**src/rtl/comparator_seq.sv**
```systemverilog
// Sequencing initiator for a shared SEL-coded comparator: steps one opcode per
// cycle over a captured operand pair and returns a decoded EQ/LT/GT relation.
module comparator_seq #(
  parameter int N        = 8,
  parameter int SELFTEST = 0,
  parameter int CHECK    = 1
) (
  input  logic         clk,
  input  logic         rst_n,
  input  logic         in_valid,
  output logic         in_ready,
  input  logic [N-1:0] in_a,
  input  logic [N-1:0] in_b,
  output logic [2:0]   cmp_sel,
  output logic [N-1:0] cmp_value1,
  output logic [N-1:0] cmp_value2,
  input  logic         cmp_out,
  output logic         res_valid,
  input  logic         res_ready,
  output logic         res_eq,
  output logic         res_lt,
  output logic         res_gt,
  output logic         res_err,
  output logic         busy
);

  typedef enum logic [2:0] {
    IDLE, ST0, ST1, PH_EQ, PH_LT, PH_GT, DONE
  } state_t;

  state_t state, nxt;
  logic   accept;

  assign accept = in_valid & in_ready;
  assign busy   = (state != IDLE);

  function automatic logic [2:0] sel_of(input state_t s);
    case (s)
      ST1:     sel_of = 3'b001;
      PH_EQ:   sel_of = 3'b010;
      PH_LT:   sel_of = 3'b110;
      PH_GT:   sel_of = 3'b111;
      default: sel_of = 3'b000;
    endcase
  endfunction

  always_comb begin
    nxt = state;
    case (state)
      IDLE:    if (accept) nxt = (SELFTEST != 0) ? ST0 : PH_EQ;
      ST0:     nxt = ST1;
      ST1:     nxt = PH_EQ;
      PH_EQ:   nxt = cmp_out ? DONE : PH_LT;
      PH_LT:   nxt = (CHECK != 0) ? PH_GT : DONE;
      PH_GT:   nxt = DONE;
      DONE:    if (res_ready) nxt = IDLE;
      default: nxt = IDLE;
    endcase
  end

  // cmp_sel, in_ready and res_valid are registered from the next state so they
  // line up with the state register; cmp_out is consumed in the cycle it is valid.
  always_ff @(posedge clk or negedge rst_n) begin
    if (!rst_n) begin
      state      <= IDLE;
      cmp_sel    <= '0;
      cmp_value1 <= '0;
      cmp_value2 <= '0;
      in_ready   <= 1'b0;
      res_valid  <= 1'b0;
      res_eq     <= 1'b0;
      res_lt     <= 1'b0;
      res_gt     <= 1'b0;
      res_err    <= 1'b0;
    end else begin
      state     <= nxt;
      cmp_sel   <= sel_of(nxt);
      in_ready  <= (nxt == IDLE);
      res_valid <= (nxt == DONE);
      case (state)
        IDLE: if (accept) begin
          cmp_value1 <= in_a;
          cmp_value2 <= in_b;
          res_eq     <= 1'b0;
          res_lt     <= 1'b0;
          res_gt     <= 1'b0;
          res_err    <= 1'b0;
        end
        ST0: res_err <= res_err | cmp_out;
        ST1: res_err <= res_err | ~cmp_out;
        PH_EQ: begin
          res_eq <= cmp_out;
          if (cmp_out) begin
            res_lt <= 1'b0;
            res_gt <= 1'b0;
          end
        end
        PH_LT: begin
          res_lt <= cmp_out;
          if (CHECK == 0) res_gt <= ~cmp_out;
        end
        PH_GT: begin
          res_gt  <= cmp_out;
          res_err <= res_err | (cmp_out == res_lt);
        end
        default: ;
      endcase
    end
  end

endmodule

```
**config.mk**
```make
export PLATFORM = sky130hd
export DESIGN_NAME = comparator_seq
export DESIGN_NICKNAME = d
export VERILOG_FILES = /design/src/rtl/comparator_seq.sv
export SDC_FILE = /design/constraint.sdc
export NUM_CORES = 1
export LEC_CHECK = 0
export CAP_MARGIN = 20
export CORE_UTILIZATION = 47
export DETAILED_ROUTE_END_ITERATION = 6
export PLACE_DENSITY = 0.82
export SKIP_CTS_REPAIR_TIMING = 1
export SLEW_MARGIN = 0
export SYNTH_ARGS = -nofsm -noshare
export SYNTH_HDL_FRONTEND = slang
export SYNTH_SLANG_ARGS = --single-unit
export TNS_END_PERCENT = 5
```
**constraint.sdc**
```tcl
create_clock -name clk -period 2.2 [get_ports clk]
set_input_delay 0.33 -clock clk [delete_from_list [all_inputs] [get_ports clk]]
set_output_delay 0.33 -clock clk [all_outputs]
set_load 0.02 [all_outputs]
```
; Word-level counts from Yosys, hierarchy flattened
; Cells that the tools add are included.
[word_totals]
output_inout_bits = 26
wordCells = 52
reg_bits = 28
input_bits = 21
[classes]
muxes = 11
reduce_logical = 12
n_bitwise = 5
eq_ne = 14
[op_table]
columns = cell, n
row1 = case mux 3 bit (7 select lines), 1
row2 = == test 3 bit (second input constant), 6
row3 = == test 3 x 2 -> 1 bit (second input constant), 4
row4 = case mux 3 bit (4 select lines), 1
row5 = nonzero test 3 bit, 3
row6 = zero test 3 bit, 2
row7 = 2-to-1 mux 3 bit, 2
row8 = case mux 1 bit (3 select lines), 2
row9 = AND reduction 2 bit, 3
row10 = AND reduction 3 bit, 2
row11 = != test 2 bit (second input constant), 2
row12 = case mux 1 bit (4 select lines), 1
row13 = nonzero test 4 bit, 1
row14 = == test 3 x 1 -> 1 bit (second input constant), 1
row15 = OR 1 bit, 3
row16 = 2-to-1 mux 1 bit, 2
row17 = 2-to-1 mux 2 bit, 1
row18 = case mux 1 bit (2 select lines), 1
row19 = nonzero test 2 bit, 1
row20 = AND 1 bit, 1
row21 = == test 1 bit, 1
row22 = NOT 1 bit, 1

; Longest topological paths before layout
[logic_depth]
ltp_word = 5
mapped_depth = 5
ltp_nobuf = 3

; Least setup slack after synthesis
; OpenSTA, ideal clock, no wires.
[synth_timing]
path_type = reg2reg
from = register state[1]
to = register cmp_value1[5]
arrival_ns = 1.261
slack_ns = 0.814
setup_time_ns = 0.125
required_ns = 2.075
n_path_buf = 2
period_less_slack_ns = 1.386
stages_incl_launch_ff = 6
cell_sequence = dfrtp_1 buf_6 nor2_8 nand4_4 buf_6 mux2_4
[synth_via]
elab_chain_len = 2
[synth_rtl]
columns = item, line
row1 = "start, declared", 31  ; state_t state, nxt;
row2 = "start signal, assigned", 76  ; state <= nxt;
row3 = zero test 3 bit, 80  ; case (state)
row4 = AND reduction 2 bit (no source line), --
row5 = "end signal, assigned", 82  ; cmp_value1 <= in_a;
row6 = "end, declared", 15  ; output logic [N-1:0] cmp_value1,
; No other way between the ends.
; A chain may end at the register's enable or synchronous reset.

; Worst setup path after layout
[layout_timing]
from = register state[1]
to = output port busy
[layout_via]
elab_chain_len = 1
[layout_rtl]
columns = item, line
row1 = nonzero test 3 bit, 35  ; assign busy = (state != IDLE);
row2 = "end, declared", 24  ; output logic busy
; No other way between the ends.

==> qor.yml <==
grt_pass1_vias: 990
seqPwrFrac_pct: 34.4
setup_viol: 0
yosysMostFrequentCell: "dfrtp_1"
synth_cell_types: 30
numPortBuffers: 46
rsz0062_at_grt: "false"
drtIter0Drc: 19
dieHeight_um: 54.8
wl_per_cell_um: 15.5
cts_tree: "yes"
synth.area.top_cells: "dfrtp_1, mux2_4, mux2_2"
fin_setup_tns_ps: 0
final_hold_viol_count: 0
cts-root-buf: "clkbuf_4"
status: "complete, no violations"
place_congestion: 0.862
final_antenna_net_count: 0
max-slew-margin-rel_pct: 74.0
start_util_pct: 51.4
wirelength_um: 2850
num_vias: 1010
syn_inst: 105
p_sw_mw: 1.03
synth.avg_cell_area_um2: 12.5
leakage_nw: 0.825
cts_buffers: 3
die-area_um2: 3000
hold_ws_ps: 364
detailed_place_hpwl_um: 2030
grtUsageMet3_pct: 3.89
drive_above_1_share_pct: 18.3
cp-start-kind: "flip-flop"
busiest_layer: "met2"
p_int_mw: 1.63
swShare_pct: 38.6
io_pins: 47
skew_ps: 4.11
finalCritPeriodShare_pct: 86.8
core-area_um2: 2540
met1_usage_pct: 23.4
synth_seq_cells: 28
design_area_um2: 1830
synth_common_cells: "dfrtp_1, a21oi_1, mux2_4"
drv_cap: 0
cts_max_path_buffers: 2
rows: 18
final_max_slew_viol_count: 0
cts_num_sinks: 28
worst_pin_slew_ps: 389
holdCritPathClass: "in -> async"
grt_overflow: 0
clockPowerShare_pct: 9.3
ys.flop_type: "dfrtp_1"
synth_edf_count: 0
antenna_found_initial: 0
grt_max_degree: 29
crit_type: "reg -> out"
cp-startpoint: "state[1]"
end_kind: "output port"
crit_required_ps: 1870
route.detailed.drc: 0
reg2reg_from: "state[1]"
grt_pass1_wl_um: 4190
viasPerCell: 5.52
postSynth.asyncResetShare_pct: 100
drtPass1Iterations: 5
ys_warn_count: 0
clk_pin_slew_ps: 140
netlist_area_um2: 1310
yosys.area.top_type: "dfrtp_1"
crit_path_max_fanout: 5
power_density_nw_per_um2: 1450
track_usage_pct: 19.6
pwr-share-comb_pct: 56.4
ys_seq_area_share_pct: 53.5
num_antenna_cells: 0
area_delta_synth_final_pct: 40.2
use_met2_pct: 34.7
arrival_ps: 1580
stdcell_count: 183
final_nets: 175
placed_cell_area_um2: 1800
clock_latency_ps: 320
period_minus_slack_ps: 1910
dp_cells: 179
die-width_um: 54.8
max-vdd-ir-drop_mv: 0.938
synth_top_area_share_pct: 53.5
synthesis.nets: 126
h-tree-depth: 1
fmax_mhz: 523
==> per-stage QoR <==
stage	power [mW]	setup WS, ps	util (%)
detailed placement	2.42	339	70.6
CTS	2.68	287	72.1
global placement	2.38	409	70.6
floorplan	1.81	814	-
finish	2.66	290	72.1
global route	2.83	215	72.1
==> metal layers <==
layer | wire (um) | vias up
met5 | 0 | -
met2 | 1370 | 49
li1 | - | 471
met1 | 1250 | 490
met4 | 0 | 0
met3 | 224 | 0
==> flip-flops by register name, indices dropped and copies added (netlist names) <==
signal	count
res_eq	1
cmp_sel	3
res_err	1
res_gt	1
res_valid	1
in_ready	1
state	3
res_lt	1
cmp_value1	8
cmp_value2	8
==> layout by cell type (no fill, tap or decap), types with 2 or more instances in the layout <==
master and n:
a21oi_1 11, inv_1 2, nand3b_1 4, mux2_4 10, mux2_2 6, o22ai_1 2
buf_4 5, clkdlybuf4s50_1 46, nand2b_1 3, nand2_1 9, nor2b_1 2, o21ai_0 3
clkbuf_4 3, nor2_1 4, dfrtp_1 28
==> worst max-delay path: stages, from the launching register on <==
cell and delay, ps:
dfrtp_1 460, nor2_8 170, nand2_1 90, clkdlybuf4s50_1 540
==> final timing paths <==
check | end | slack [ps] | cells past startpoint
worst max-delay path | busy | 290 | 3
max in group asynchronous | res_valid | 1580 | 2
worst min-delay path | cmp_value2[2] | 360 | 2
worst min register to register | cmp_value1[3] | 530 | 1
min in group clk | cmp_value1[3] | 530 | 1
worst max register to register | cmp_value1[5] | 710 | 3
==> cells by family after synthesis <==
family | synth area share, %
and+or+nand+nor | 14.1
muxes | 16.6
DFF | 53.5
AOI/OAI and AO/OA | 11.7
buffers and inverters | 4.11
==> final cells by class <==
| cell class | instances | area, um^2 |
|---|---|---|
| flip-flops and latches | 28 | 701 |
| fillers | 192 | 711 |
| well taps | 30 | 37.5 |
| repair buffers | 51 | 498 |
| clock buffers | 4 | 36.3 |
| inverters | 2 | 7.51 |
| multi-input cells | 68 | 554 |
==> power by group through the flow <==
stage | sequential [mW] | combinational, mW | clock, mW
floorplan | 1.15 | 0.659 | 0
global placement | 0.911 | 1.46 | 0
detailed placement | 0.925 | 1.50 | 0
CTS | 0.915 | 1.51 | 0.258
global route | 0.941 | 1.62 | 0.276
finish | 0.914 | 1.50 | 0.246
(Power assumes the default switching activity.)
